<file path="config.mk">
export PLATFORM = sky130hd
export DESIGN_NAME = aes_sched
export DESIGN_NICKNAME = d
export VERILOG_FILES = /design/src/rtl/aes_sched_pkg.sv /design/src/rtl/aes_sched_rr_arbiter.sv /design/src/rtl/aes_sched.sv
export SDC_FILE = /design/constraint.sdc
export NUM_CORES = 1
export LEC_CHECK = 0
export CORE_AREA = 4 4 406 408
export DETAILED_ROUTE_END_ITERATION = 8
export DIE_AREA = 0 0 410 412
export GPL_ROUTABILITY_DRIVEN = 0
export PLACE_DENSITY = 0.3
export SETUP_SLACK_MARGIN = 0.1
export SLEW_MARGIN = 20
export SYNTH_ARGS = -nofsm -noshare
export SYNTH_HDL_FRONTEND = slang
export SYNTH_SLANG_ARGS = --single-unit
</file>
<file path="constraint.sdc">
create_clock -name clk -period 2 [get_ports clk]
set_input_delay 0.5 -clock clk [delete_from_list [all_inputs] [get_ports clk]]
set_output_delay 0.5 -clock clk [all_outputs]
set_load 0.05 [all_outputs]
</file>
<file path="src/rtl/aes_sched_pkg.sv">
// Shared types and constants for the AES-128 request scheduler.
package aes_sched_pkg;

    typedef enum logic [1:0] {
        IDLE,
        LOAD,
        ROUND,
        HOLD
    } state_t;

    localparam int AES_ROUNDS = 10;
    localparam int COUNT_W    = 4;
    localparam int BLK_W      = 128;

endpackage

</file>
<file path="src/rtl/aes_sched_rr_arbiter.sv">
// Requester arbiter: round-robin when AES_SCHED_RR_EN is defined,
// otherwise fixed priority (lowest index wins) with no pointer state.
module aes_rr_arbiter #(
    parameter int NUM_REQ = 2,
    parameter int ID_W    = 1
) (
    input  logic               clk,
    input  logic               rst_n,
    input  logic [NUM_REQ-1:0] req,
    input  logic               accept,
    output logic [NUM_REQ-1:0] grant,
    output logic [ID_W-1:0]    idx
);

`ifdef AES_SCHED_RR_EN
    // ptr holds the index where the next search starts (one past the last winner)
    logic [ID_W-1:0] ptr;
    logic            found;

    always_comb begin
        grant = '0;
        idx   = '0;
        found = 1'b0;
        for (int unsigned i = 0; i < NUM_REQ; i++) begin
            if (!found && req[i] && i >= 32'(ptr)) begin
                found    = 1'b1;
                grant[i] = 1'b1;
                idx      = ID_W'(i);
            end
        end
        for (int unsigned i = 0; i < NUM_REQ; i++) begin
            if (!found && req[i]) begin
                found    = 1'b1;
                grant[i] = 1'b1;
                idx      = ID_W'(i);
            end
        end
    end

    always_ff @(posedge clk or negedge rst_n) begin
        if (!rst_n) begin
            ptr <= '0;
        end else if (accept && found) begin
            ptr <= (idx == ID_W'(NUM_REQ - 1)) ? '0 : idx + ID_W'(1);
        end
    end
`else
    logic unused_ok;
    logic found;

    assign unused_ok = ^{clk, rst_n, accept};

    always_comb begin
        grant = '0;
        idx   = '0;
        found = 1'b0;
        for (int unsigned i = 0; i < NUM_REQ; i++) begin
            if (!found && req[i]) begin
                found    = 1'b1;
                grant[i] = 1'b1;
                idx      = ID_W'(i);
            end
        end
    end
`endif

endmodule

</file>
<file path="src/rtl/aes_sched.sv">
// Shares one iterative AES-128 engine among NUM_REQ requesters.
// Arbitration is round-robin when AES_SCHED_RR_EN is defined, fixed priority otherwise.
module aes_sched
    import aes_sched_pkg::*;
#(
    parameter int NUM_REQ = 2,
    parameter int ID_W    = 1
) (
    input  logic                     clk,
    input  logic                     rst_n,
    input  logic [NUM_REQ-1:0]       req_valid,
    output logic [NUM_REQ-1:0]       req_ready,
    input  logic [NUM_REQ*BLK_W-1:0] req_plane,
    input  logic [NUM_REQ*BLK_W-1:0] req_key,
    output logic [BLK_W-1:0]         eng_plane,
    output logic [BLK_W-1:0]         eng_key,
    output logic                     eng_sel,
    output logic                     eng_reg_en,
    output logic [COUNT_W-1:0]       eng_count,
    input  logic [BLK_W-1:0]         eng_cipher,
    output logic                     out_valid,
    input  logic                     out_ready,
    output logic [BLK_W-1:0]         out_cipher,
    output logic [ID_W-1:0]          out_id
);

    state_t               state;
    logic                 accept;
    logic [NUM_REQ-1:0]   grant;
    logic [ID_W-1:0]      win_idx;
    logic [BLK_W-1:0]     op_plane;
    logic [BLK_W-1:0]     op_key;
    logic [BLK_W-1:0]     plane_arr [NUM_REQ];
    logic [BLK_W-1:0]     key_arr   [NUM_REQ];

    for (genvar g = 0; g < NUM_REQ; g++) begin : g_split
        assign plane_arr[g] = req_plane[g*BLK_W +: BLK_W];
        assign key_arr[g]   = req_key[g*BLK_W +: BLK_W];
    end

    // rst_n gates accept so no strobe escapes while reset is asserted
    assign accept = rst_n && (state == IDLE || (state == HOLD && out_ready)) && (|req_valid);

    aes_rr_arbiter #(
        .NUM_REQ (NUM_REQ),
        .ID_W    (ID_W)
    ) u_arb (
        .clk    (clk),
        .rst_n  (rst_n),
        .req    (req_valid),
        .accept (accept),
        .grant  (grant),
        .idx    (win_idx)
    );

    assign req_ready  = accept ? grant : '0;
    assign eng_plane  = op_plane;
    assign eng_key    = op_key;
    assign out_cipher = out_valid ? eng_cipher : '0;

    always_ff @(posedge clk or negedge rst_n) begin
        if (!rst_n) begin
            state      <= IDLE;
            eng_sel    <= 1'b0;
            eng_reg_en <= 1'b0;
            eng_count  <= '0;
            out_valid  <= 1'b0;
            op_plane   <= '0;
            op_key     <= '0;
            out_id     <= '0;
        end else if (accept) begin
            op_plane   <= plane_arr[win_idx];
            op_key     <= key_arr[win_idx];
            out_id     <= win_idx;
            state      <= LOAD;
            eng_sel    <= 1'b0;
            eng_reg_en <= 1'b1;
            eng_count  <= '0;
            out_valid  <= 1'b0;
        end else begin
            case (state)
                IDLE: ;
                LOAD: begin
                    state     <= ROUND;
                    eng_sel   <= 1'b1;
                    eng_count <= COUNT_W'(1);
                end
                ROUND: begin
                    if (eng_count == COUNT_W'(AES_ROUNDS - 1)) begin
                        state      <= HOLD;
                        eng_reg_en <= 1'b0;
                        eng_count  <= COUNT_W'(AES_ROUNDS);
                        out_valid  <= 1'b1;
                    end else begin
                        eng_count <= eng_count + COUNT_W'(1);
                    end
                end
                HOLD: begin
                    if (out_ready) begin
                        state      <= IDLE;
                        eng_sel    <= 1'b0;
                        eng_reg_en <= 1'b0;
                        eng_count  <= '0;
                        out_valid  <= 1'b0;
                    end
                end
                default: state <= IDLE;
            endcase
        end
    end

endmodule

</file>
### After elaboration in Yosys (flattened, before gate mapping)

Cells that the tools add are included.
W data, S select, Z words.

| word-level totals | value |
|---|---|
| logic and storage cells | 59 |
| input bits | 645 |
| output and inout port bits | 394 |
| register bits | 266 |

| operators by class | value |
|---|---|
| multiplexer cells | 27 |
| magnitude comparators | 1 |
| bitwise operators | 1 |
| $add $sub $neg | 1 |
| reductions and logical operators | 15 |
| equal/unequal tests | 6 |

Operators by type and width:

| operator | number |
|---|---|
| $mux W128 | 7 |
| $mux W4 | 3 |
| $pmux W4 S3 | 1 |
| $mux W1 | 8 |
| $mux W2 | 4 |
| $ne A3 B3 Y1 const B | 2 |
| $pmux W1 S2 | 3 |
| $pmux W2 S3 | 1 |
| $reduce_and A3 Y1 | 2 |
| $reduce_bool A3 Y1 | 2 |
| $add A4 B1 Y4 const B | 1 |
| $eq A2 B2 Y1 const B | 2 |
| $eq A4 B4 Y1 const B | 1 |
| $logic_and A1 B1 Y1 | 4 |
| $reduce_and A2 Y1 | 2 |
| $reduce_bool A4 Y1 | 1 |
| $eq A2 B1 Y1 const B | 1 |
| $ge A2 B2 Y1 const B | 1 |
| $logic_not A2 Y1 | 1 |
| $not A1 Y2 | 1 |
| $reduce_or A2 Y1 | 1 |
| $logic_not A1 Y1 | 1 |
| $logic_or A1 B1 Y1 | 1 |

### Depth between registers and ports, before layout

| logic depth | value |
|---|---|
| word-level depth | 8 |
| depth in mapped cells | 9 |

### Hierarchy

Synthesis repeated with hierarchy kept, for this count alone.

| unflattened totals | value |
|---|---|
| cell total of the unflattened synthesis | 1351 |
| area, all modules | 13734.4 um2 |

By module, submodules not included:

| module | instances | cells an instance | area each (um2) | seq. area each (um2) |
|---|---|---|---|---|
| aes_sched | 1 | 1348 | 13705.6 | 6656.4 |
| aes_rr_arbiter | 1 | 3 | 28.8 | 0.0 |

### Least setup slack after synthesis

Ideal clock, no wire load.

| timing path | value |
|---|---|
| path kind | register to output |
| start point | reg state[0] |
| end point | out req_ready[1] |
| path buffers | 4 |
| arrival time | 2.180 ns |
| setup slack | -0.680 ns |
| stages on the path, launching flop included | 9 |
| cell sequence | dfrtp_1 -> ha_1 -> a21oi_2 -> or2_1 -> buf_2 -> buf_6 -> buf_6 -> buf_2 -> nor2_1 |

| between the ends | value |
|---|---|
| longest elaborated chain between the ends | 6 |

RTL lines:

| item | line | text |
|---|---|---|
| start: declaration | aes_sched.sv:27 | `state_t state;` |
| start signal: assignment | aes_sched.sv:63 | `state <= IDLE;` |
| start signal: assignment | aes_sched.sv:75 | `state <= LOAD;` |
| start signal: assignment | aes_sched.sv:84 | `state <= ROUND;` |
| $eq A2 B2 Y1 | aes_sched.sv:42 | `assign accept = rst_n && (state == IDLE \|\| (state == HOLD && out_ready)) && (\|req_valid);` |
| $logic_and A1 B1 Y1 | aes_sched.sv:42 |  |
| $logic_or A1 B1 Y1 (*) | aes_sched.sv:42 |  |
| $logic_and A1 B1 Y1 (*) (2 in series) | aes_sched.sv:42 |  |
| $mux W2 (*) | aes_sched.sv:56 | `assign req_ready = accept ? grant : '0;` |
| end: declaration | aes_sched.sv:12 | `output logic [NUM_REQ-1:0] req_ready,` |

Mark *: on every way between the ends. The rest lies on a longest branch, timed or not.

### Worst setup path after layout

| timing path | value |
|---|---|
| start point | in req_valid[0] |
| end point | out req_ready[1] |

| between the ends | value |
|---|---|
| longest elaborated chain between the ends | 5 |

RTL lines:

| item | line | text |
|---|---|---|
| start: declaration | aes_sched.sv:11 | `input logic [NUM_REQ-1:0] req_valid,` |
| $mux W1 | aes_sched_rr_arbiter.sv:58 | `if (!found && req[i]) begin` |
| $logic_not A1 Y1 | aes_sched_rr_arbiter.sv:58 |  |
| $logic_and A1 B1 Y1 | aes_sched_rr_arbiter.sv:58 |  |
| $mux W1 | aes_sched_rr_arbiter.sv:58 |  |
| $mux W2 (*) | aes_sched.sv:56 |  |

Marks and branches as above.

==> flow_summary.yaml <==
run_status:
  outcome: "complete, but fails checks"
  violations: "setup timing"
worst_setup_path:
  r2r_slack_ns: -0.11
  crit_fanout: 3
  path_cells: "clkdlybuf4s50_1 -> buf_4 -> buf_4 -> nand2b_2 -> nor2_4 -> buf_12"
  arrival_ns: 1.94
  critPathBufInv: 4
  crit_path_end_kind: "primary output"
  cp_slowest_cell: "clkdlybuf4s50_1"
  reg2reg_depth: 11
  rr_endpoint: "eng_key[63]"
  path_delay_family: "buffers and inverters"
  cpMostUsedCell: "buf_4"
  required_ns: 1.50
  worstSetupPathType: "input port to primary output"
  start_kind: "input port"
  rr_startpoint: "state[0]"
  cp_slowest_stage_delay_ns: 0.52
detailed_routing:
  vias: 15500
  ant_nets: 0
  wl_mm: 119
  detail_route.drc_violations: 0
  avgViaCountPerCell: 3.27
  drt-initial-drc-count: 718
  post_drt_wl_per_cell_um: 25.2
  drtPass1Iterations: 4
cts:
  cts_buffers: 39
  hold_buffers: 0
  clock_sink_count: 266
  root_buffer: "clkbuf_16"
  cts_buffer_depth: 3
  clk_latency_ns: 0.59
  cts_tree: "done"
  htreeDepth: 2
  clkTransAtPathRegs_ns: 0.07
cells_and_area:
  final_nets: 3156
  multi_input_area_um2: 6770
  drive_gt1_share_pct: 31.8
  register_area_um2: 6660
  fillers: 17800
  area_growth_pct: 130
die:
  start_util_pct: 8.38
  io_pins: 1039
  die_w_um: 410
  die_area_um2: 169000
  core_area_um2: 162000
  row_count: 148
  dieHeight_um: 412
logic_synthesis:
  synth_top_cells_by_count: "490 x o21ai_0, 266 x dfrtp_1, 257 x mux2i_1, 129 x and2_1, 95 x clkbuf_1"
  yosys.area.top_type_share_pct: 49.1
  synth_warnings: 0
  synth_seq_area_share_pct: 49.1
  yosysUniqueCellTypes: 36
  yosys-top-cells-area: "dfrtp_1 49%, mux2i_1 19%, o21ai_0 18%"
  syn_area_um2: 13500
  yosys_most_used_dff: "dfrtp_1"
  synth_edf_count: 0
  async_reset_ff_share_pct: 100
  synth_top_area_cell: "dfrtp_1"
  netlist_instances: 1351
  avgSynthCellArea_um2: 10.0
  synth_seq_cells: 266
  synth.most_common_cell: "o21ai_0"
  syn-num-nets: 2003
timing:
  tightest_slew_ns: 0.765
  drv_slew: 0
  hold_viol: 0
  post-route-period-util_pct: 122
  setup_tns_ns: -37.41
  max_freq_mhz: 410
  relSlewSlack_pct: 49.0
  fin_crit_ns: 2.44
  skew_ns: 0.0286
  setup_ws_ns: -0.440
  setup-violations-final: 260
  rsz0062_at_grt: "yes"
power:
  p_leak_nw: 12.7
  ir_worst_vdd_mv: 0.671
  p_total_mw: 50.7
  p_per_area_nw_per_um2: 1630
placed_design:
  dpl.hpwl_mm: 95.9
  port_buffers: 1038
global_route:
  grt-ovfl-total: 0
  grtUsageTotal_pct: 13.2
  antenna_found_initial: 60
  grt_max_degree: 72
  grt_pass1_vias: 16600
  grt_pass1_wl_mm: 153
job:
  maxCapViolations: 0
worst_hold_path:
  hp-class: "input port to async pin"
[cell families after synthesis]
logic type,share of synthesized area [%]
compound gates,20.5
flops,49.1
mux,19.0
simple gates,6.51
buf+inv,4.27
fa+ha+maj,0.646
[timing repair]
action,4_1_cts,5_1_grt
resized for setup,204,22
setup buffers,24,14
pin swaps,4,1
endpoints found under the setup margin,353,389
gates cloned,18,8
endpoints found under the hold margin,0,0
[flip-flops by register name, indices dropped and copies added (netlist names)]
signal,count
eng_key,128
eng_plane,128
eng_count,4
state,2
eng_reg_en,1
eng_sel,1
out_id,1
out_valid,1
[power by group]
group / internal, mW / total (mW) / switching, mW
logic: 13.2 / 34.3 / 21.2
registers: 7.93 / 9.47 / 1.54
clock network: 3.94 / 6.84 / 2.90
[cells in the final DEF (no fill, tap or decap), types with 2 or more instances in the layout]
master,n
o2111ai_1,3
diode_2,17
buf_8,9
buf_12,176
buf_6,7
and2_4,129
o32ai_1,2
o21ai_0,490
clkbuf_8,4
buf_4,383
ha_4,2
clkbuf_16,47
clkdlybuf4s50_1,642
buf_16,16
nand3_1,3
ha_1,5
mux2i_1,249
clkbuf_1,13
inv_1,5
mux2i_2,4
o211ai_1,5
dfrtp_2,3
dfrtp_1,263
clkinv_2,5
mux2i_4,4
o21ai_1,26
inv_2,2
[through the flow]
step	instance area [um^2]	cells	hold WS, ns	util, %	worst slack [ns]
after floorplan	13700	1351	0.204	-	-0.169
after global placement	28500	4584	0.489	17.6	-0.780
after detailed placement	28500	4584	0.495	17.6	-0.788
after CTS	30900	4690	0.0999	19.1	-0.470
after global routing	31100	4717	0.123	19.2	-0.500
final	31100	4720	0.107	19.2	-0.440
[per-layer routing]
layer | GRT usage, % | part of all wire (%) | up-vias
li1 | - | - | 7164
met1 | 14.4 | 37 | 7530
met2 | 23.3 | 51 | 583
met3 | 5.70 | 9.3 | 149
met4 | 3.87 | 2.3 | 28
met5 | 0 | 0.14 | -
[final cells by class]
cell class,count,share of cell area [%]
inverter,7,0.0845
tap,2175,8.75
clock inverter,8,0.257
clock buffer,57,3.55
multi-input combinational,947,21.8
sequential,266,21.4
timing repair buffer,1243,44.1
antenna,17,0.137
[worst max path at each step]
stage	startpoint	end	slack [ns]	cells past startpoint
CTS	state[0]	req_ready[1]	-0.47	6
global placement	req_valid[1]	eng_key[14]	-0.78	8
finish	req_valid[0]	req_ready[1]	-0.44	6
global route	state[0]	req_ready[0]	-0.50	6
detailed placement	req_valid[1]	eng_key[14]	-0.79	8
floorplan	state[0]	req_ready[1]	-0.17	9
[worst register-to-register path, cell delays in order, from the launching register on]
cell,delay (ns)
dfrtp_2,0.41
inv_2,0.06
ha_4,0.17
a21oi_4,0.25
buf_4,0.17
buf_6,0.09
buf_8,0.14
buf_12,0.18
buf_16,0.17
clkbuf_16,0.23
o21ai_0,0.08
o21ai_0,0.07
Power figures use the tool's default switching activity.
